## config.mk

```make
export PLATFORM = sky130hd
export DESIGN_NAME = bcd2bin
export DESIGN_NICKNAME = d
export VERILOG_FILES = /design/src/rtl/bcd2bin.sv
export SDC_FILE = /design/constraint.sdc
export NUM_CORES = 1
export LEC_CHECK = 0
export CAP_MARGIN = 20
export CORE_ASPECT_RATIO = 1.5
export CORE_UTILIZATION = 30
export DETAILED_ROUTE_END_ITERATION = 8
export MAX_ROUTING_LAYER = met4
export PLACE_DENSITY_LB_ADDON = 0.05
export SLEW_MARGIN = 20
export SYNTH_ARGS = -nofsm -noshare
export SYNTH_HDL_FRONTEND = slang
export SYNTH_SLANG_ARGS = --single-unit
```

## constraint.sdc

```tcl
create_clock -name clk -period 2.4 [get_ports clk]
set_input_delay 0.36 -clock clk [delete_from_list [all_inputs] [get_ports clk]]
set_output_delay 0.36 -clock clk [all_outputs]
set_load 0.1 [all_outputs]
```

## src/rtl/bcd2bin.sv

```systemverilog
// Iterative 4-digit packed-BCD to 10-bit binary converter, one digit per cycle, MSD first.
// Optional macro BCD2BIN_ERR_CHK_EN adds bad-digit / >1023 range flagging on bin_err.
module bcd2bin (
    input  logic        clk,
    input  logic        rst_n,
    input  logic [15:0] bcd_in,
    input  logic        bcd_vld,
    output logic        bcd_rdy,
    output logic [9:0]  bin_out,
    output logic        bin_err,
    output logic        bin_vld,
    input  logic        bin_rdy,
    output logic [1:0]  state_dbg
);

    // Handshakes: a transfer happens on a rising edge where valid and ready are both 1.
    // bcd_rdy depends only on state, never on bcd_vld; bin_vld/bin_out/bin_err stay
    // stable until the edge that samples bin_rdy=1.
    typedef enum logic [1:0] {
        IDLE = 2'd0,
        CONV = 2'd1,
        DONE = 2'd2
    } state_t;

    state_t      state;
    state_t      state_nxt;
    logic [15:0] sh;
    logic [14:0] acc;
    logic [14:0] acc_nxt;
    logic [1:0]  dcnt;
    logic [3:0]  digit;
    logic        load;
    logic        step;
    logic        last;
    logic        rel;

    assign state_dbg = state;
    assign digit     = sh[15:12];
    // acc*10 + d; 15 bits covers the worst case 15*1111 without wrapping
    assign acc_nxt   = (acc << 3) + (acc << 1) + {11'd0, digit};

    always_ff @(posedge clk or negedge rst_n) begin
        if (!rst_n) begin
            state <= IDLE;
        end else begin
            state <= state_nxt;
        end
    end

    always_comb begin
        state_nxt = state;
        bcd_rdy   = 1'b0;
        load      = 1'b0;
        step      = 1'b0;
        last      = 1'b0;
        rel       = 1'b0;
        case (state)
            IDLE: begin
                bcd_rdy = 1'b1;
                if (bcd_vld) begin
                    load      = 1'b1;
                    state_nxt = CONV;
                end
            end
            CONV: begin
                step = 1'b1;
                if (dcnt == 2'd0) begin
                    last      = 1'b1;
                    state_nxt = DONE;
                end
            end
            DONE: begin
                if (bin_rdy) begin
                    rel       = 1'b1;
                    state_nxt = IDLE;
                end
            end
            default: state_nxt = IDLE;
        endcase
    end

    always_ff @(posedge clk or negedge rst_n) begin
        if (!rst_n) begin
            sh      <= 16'd0;
            acc     <= 15'd0;
            dcnt    <= 2'd0;
            bin_out <= 10'd0;
            bin_vld <= 1'b0;
        end else if (load) begin
            sh   <= bcd_in;
            acc  <= 15'd0;
            dcnt <= 2'd3;
        end else if (step) begin
            acc  <= acc_nxt;
            sh   <= {sh[11:0], 4'h0};
            dcnt <= dcnt - 2'd1;
            if (last) begin
                bin_out <= acc_nxt[9:0];
                bin_vld <= 1'b1;
            end
        end else if (rel) begin
            bin_vld <= 1'b0;
        end
    end

`ifdef BCD2BIN_ERR_CHK_EN
    logic err;
    logic digit_bad;
    logic range_bad;

    assign digit_bad = (digit > 4'd9);
    assign range_bad = (acc_nxt > 15'd1023);

    // err is sticky across the four digits of one word; the range test uses the final sum
    always_ff @(posedge clk or negedge rst_n) begin
        if (!rst_n) begin
            err     <= 1'b0;
            bin_err <= 1'b0;
        end else if (load) begin
            err <= 1'b0;
        end else if (step) begin
            err <= err | digit_bad;
            if (last) begin
                bin_err <= err | digit_bad | range_bad;
            end
        end
    end
`else
    assign bin_err = 1'b0;
`endif

endmodule
```

# --- After elaboration in Yosys (flattened, before gate mapping) ---
# Cells that the tools add are included.
# Widths: inputs -> output; s select.
word_totals:
  output_inout_bits: 15
  elab_cells: 44
  in_bits: 20
  regBits: 40
op_classes:
  n_mux: 21
  bitwise_logic: 1
  add_sub_neg: 3
  reduce_logical: 7
  eq_ne: 6
ops:
  columns: ["cell", "n"]
  rows:
  - ["$mux 16", 2]
  - ["$mux 9", 2]
  - ["$mux 1", 11]
  - ["$add 10x10->10", 1]
  - ["$add 10x4->10", 1]
  - ["$mux 2", 5]
  - ["$reduce_and 3->1", 3]
  - ["$ne 2x2->1 const B", 3]
  - ["$pmux 2 s3", 1]
  - ["$logic_not 2->1", 2]
  - ["$reduce_bool 2->1", 2]
  - ["$eq 2x1->1 const B", 1]
  - ["$eq 2x2->1 const B", 1]
  - ["$ne 2x1->1 const B", 1]
  - ["$sub 2x1->2 const B", 1]
  - ["$not 1->1", 1]

# --- Logic depth before layout (Yosys ltp) ---
depth:
  depth_word: 5
  depth_mapped: 9
  ltp_nobuf: 9

# --- Least setup slack after synthesis ---
# No wires, ideal clock.
synth_timing:
  path_type: "flip-flop to flip-flop"
  start: "register state[0] (netlist: state_dbg[0])"
  end: "register sh[10]"
  setup_ns: 0.124
  path_buffers: 2
  synth_period_minus_slack_ns: 3.163
  t_required_ns: 2.276
  stages_incl_launch_ff: 8
  t_arrival_ns: 3.039
  setup_slack_ns: -0.763
  cell_sequence: "dfrtp_1 nor2_1 and2_1 clkbuf_1 nor2_1 buf_4 nand2_1 nand2_1"
synth_via:
  elab_chain_cells: 3
  elab_cells_between_ends: 6
  classes_between: "1 x eq/ne; 3 x mux; 2 x reduce/logical"
synth_lines:
  columns: ["item", "line_no", "source"]
  rows:
  - ["start, declared", "25", "state_t state;"]
  - ["start signal, assigned", "46", "state <= state_nxt;"]
  - ["$eq 2x1->1 / $logic_not 2->1 (equally long branches)", "57", "case (state)"]
  - ["$mux 1", "57", null]
  - ["$reduce_bool 2->1 (no source line) / $mux 16 (equally long branches)", null, null]
  - ["end signal, assigned", "90", "sh <= bcd_in;"]
  - ["end signal, assigned", "95", "sh <= {sh[11:0], 4'h0};"]
  - ["end, declared", "27", "logic [15:0] sh;"]
# Several ways; a longest one is shown, not always the timed one.
# A chain may end at the register's enable or synchronous reset.

# --- Worst setup path after layout ---
layout_timing:
  start: "register sh[15]"
  end: "register bin_out[8]"
layout_via:
  elab_chain_cells: 1
layout_lines:
  columns: ["item", "line_no", "source"]
  rows:
  - ["$add 10x4->10", "40", "assign acc_nxt = (acc << 3) + (acc << 1) + {11'd0, digit};"]
  - ["end signal, assigned", "98", "bin_out <= acc_nxt[9:0];"]
  - ["end, declared", "9", "output logic [9:0] bin_out,"]
# No other way between the ends.

==> impl_metrics.env <==
export IMPL_status="completed"
export IMPL_drc_errors=0
export IMPL_cts_setup_buffers=0
export IMPL_globalplace_congestion=0.789
export IMPL_grt_usage=0.151
export IMPL_clock_skew_ps=5.36
export IMPL_io_buffers=33
export IMPL_vias_per_cell=4.88
export IMPL_ys_types=32
export IMPL_antenna_found_initial=0
export IMPL_grt_pass1_wl_um=7540
export IMPL_dieArea_mm2=0.00704
export IMPL_avgRoutedWirePerCell_um=14.1
export IMPL_ctsResizeCount=0
export IMPL_ff2ff_setup_slack_ps=130
export IMPL_finalNonFillerCells=313
export IMPL_n_antenna_cell=0
export IMPL_ys_seq_elements=40
export IMPL_slew_headroom=0.390
export IMPL_layout_min_cycle_time_ps=2270
export IMPL_yosys_top_cells_area="dfrtp_1 50%, nand2_1 9.7%, ha_1 9.3%, o21ai_0 4.7%, a22oi_1 4.5%"
export IMPL_htree_levels=2
export IMPL_reg2reg_to="bin_out[8]$_DFFE_PN0P_"
export IMPL_syn_nets=241
export IMPL_wl_um=4420
export IMPL_netlist_top_cells_count="52 x nand2_1, 40 x dfrtp_1, 19 x o21ai_0, 15 x ha_1, 12 x a22oi_1"
export IMPL_gr_total_overflow=0
export IMPL_hold_viol_final=0
export IMPL_tightestPinTransition_ps=916
export IMPL_cts_root_buf="clkbuf_8"
export IMPL_finalSetupViolCount=0
export IMPL_yosysWarnings=0
export IMPL_clk_pin_slew_ps=80
export IMPL_synth_top_area_cell="dfrtp_1"
export IMPL_cp_end_kind="flip-flop"
export IMPL_worst_r2r_path_depth=7
export IMPL_avgSynthCellArea_um2=9.86
export IMPL_cts_hold_buf=0
export IMPL_ant_nets=0
export IMPL_ys_seq_area_frac=0.498
export IMPL_hold_path_class="primary input to async pin"
export IMPL_cts_tree="built"
export IMPL_nets=273
export IMPL_drt_iter0_markers=47
export IMPL_hold_ws_ps=192
export IMPL_syn_inst=204
export IMPL_synth_top_area_frac=0.498
export IMPL_start_util=0.310
export IMPL_synthFlopType="dfrtp_1"
export IMPL_cp_data_required_time_ps=2600
export IMPL_fin_crit_sh=0.944
export IMPL_core_area_mm2=0.00649
export IMPL_numCtsBuffers=5
export IMPL_crit_arrival_ps=2460
export IMPL_die_height_um=102
export IMPL_async_reset_ff_frac=1.00
export IMPL_syn_to_final_growth_pct=22.7
export IMPL_fmax_mhz=441
export IMPL_clock_path_buffers=2
export IMPL_synth_edff_count=0
export IMPL_row_count=36
export IMPL_drive_gt1_frac=0.139
export IMPL_vias=1529
export IMPL_clock_sinks=40
export IMPL_crit_fanout=4
export IMPL_ios=35
export IMPL_grt_pass1_vias=1520
export IMPL_critPathKind="flip-flop to flip-flop"
export IMPL_cp_start_kind="flip-flop"
export IMPL_dpl_hpwl_um=3210
export IMPL_synth_most_common_cell="nand2_1"
export IMPL_die_w_um=68.9
export IMPL_insertion_delay_ps=290
export IMPL_maxSlewViolCount=0
export IMPL_synthesis_area_mm2=0.00201
export IMPL_dp_cells=305
export IMPL_drv_cap=0
export IMPL_dr_pass1_iters=4
export IMPL_grt_max_degree=41
export IMPL_r2r_start="sh[15]$_DFFE_PN0P_"
## stage by stage
stage,setup TNS [ps],area [um2],utilization,setup WS (ps)
finish,0,2470,0.381,134
global route,-14.2,2470,0.381,-14.2
CTS,0,2460,0.379,85.2
detailed placement,0,2370,0.365,88.5
global placement,0,2370,0.365,141
floorplan,0,2020,-,71.7
## logic make-up after synthesis
family / share of synthesized area
buffers and inverters: 0.0373
adder cells (fa/ha/maj): 0.113
flip-flops: 0.498
other: 0.00186
multiplexers: 0.0224
AO/OA/AOI/OAI: 0.142
XOR/XNOR: 0.0305
AND/OR/NAND/NOR: 0.155
## state kept, by name (all words and copies together), names as in the netlist
register,cells
dcnt,2
state_dbg,2
bin_out,10
sh,16
bin_vld,1
acc,9
## cells in the final DEF (no fill, tap or decap)
| cell | Yosys | layout |
|---|---|---|
| clkbuf_8 | 0 | 6 |
| o21ai_0 | 19 | 19 |
| nor2b_4 | 1 | 1 |
| fa_2 | 0 | 1 |
| buf_2 | 3 | 1 |
| and2_1 | 1 | 1 |
| nand2b_1 | 1 | 1 |
| nor2_4 | 0 | 1 |
| clkbuf_1 | 4 | 1 |
| conb_1 | 1 | 1 |
| mux2_2 | 4 | 4 |
| o21a_1 | 3 | 3 |
| o31ai_1 | 2 | 1 |
| a31oi_1 | 1 | 1 |
| a21o_1 | 1 | 1 |
| and3b_1 | 1 | 1 |
| clkinvlp_4 | 0 | 1 |
| a211oi_1 | 1 | 1 |
| o31a_1 | 1 | 1 |
| dfrtp_1 | 40 | 40 |
| buf_4 | 3 | 16 |
| ha_1 | 15 | 15 |
| clkdlybuf4s50_1 | 0 | 18 |
| a22oi_1 | 12 | 12 |
| xnor2_1 | 4 | 4 |
| xor2_1 | 3 | 3 |
| inv_1 | 6 | 6 |
| nand3_1 | 8 | 8 |
| nand4_1 | 1 | 1 |
| nor2b_1 | 1 | 1 |
| nor3_1 | 1 | 1 |
| nor2_1 | 5 | 4 |
| nand2_1 | 52 | 52 |
| nand2_2 | 1 | 1 |
| a21oi_1 | 5 | 5 |
| o31ai_2 | 0 | 1 |
| fa_1 | 2 | 1 |
| o211ai_1 | 1 | 1 |
## cell type report
type	instances	area [um2]
Clock inverter	1	7.51
Multi-Input combinational cell	148	951
Inverter	6	22.5
Tap cell	76	95.1
Clock buffer	7	86.3
Timing Repair Buffer	35	305
Fill cell	698	4020
Sequential cell	40	1000
## worst max-delay path: stages, from the launching register on
cell and delay [ps]:
dfrtp_1 410, fa_1 440, ha_1 340, nor2b_4 150
o31a_1 250, o21a_1 190, o21a_1 200, o31ai_1 210
## per-layer routing
metal,track usage,wire [um],up-vias
li1,-,-,761
met1,0.178,1930,740
met2,0.247,2320,23
met3,0.0335,109,5
met4,0.0518,69,0
met5,-,0,-
## worst max path at each step
stage	slack (ps)	end	from
final	130	bin_out[8]$_DFFE_PN0P_	sh[15]$_DFFE_PN0P_
after global placement	140	acc[8]$_DFFE_PN0P_	sh[15]$_DFFE_PN0P_
after detailed placement	90	acc[8]$_DFFE_PN0P_	sh[15]$_DFFE_PN0P_
after global routing	-10	acc[8]$_DFFE_PN0P_	sh[15]$_DFFE_PN0P_
after floorplan	70	sh[10]$_DFFE_PN0P_	state_dbg[0]$_DFFE_PN0P_
after CTS	90	acc[8]$_DFFE_PN0P_	sh[15]$_DFFE_PN0P_
Power is left out: the tool's default activity adds up to more than one toggle a clock period on the data nets, which glitch-free logic cannot reach.
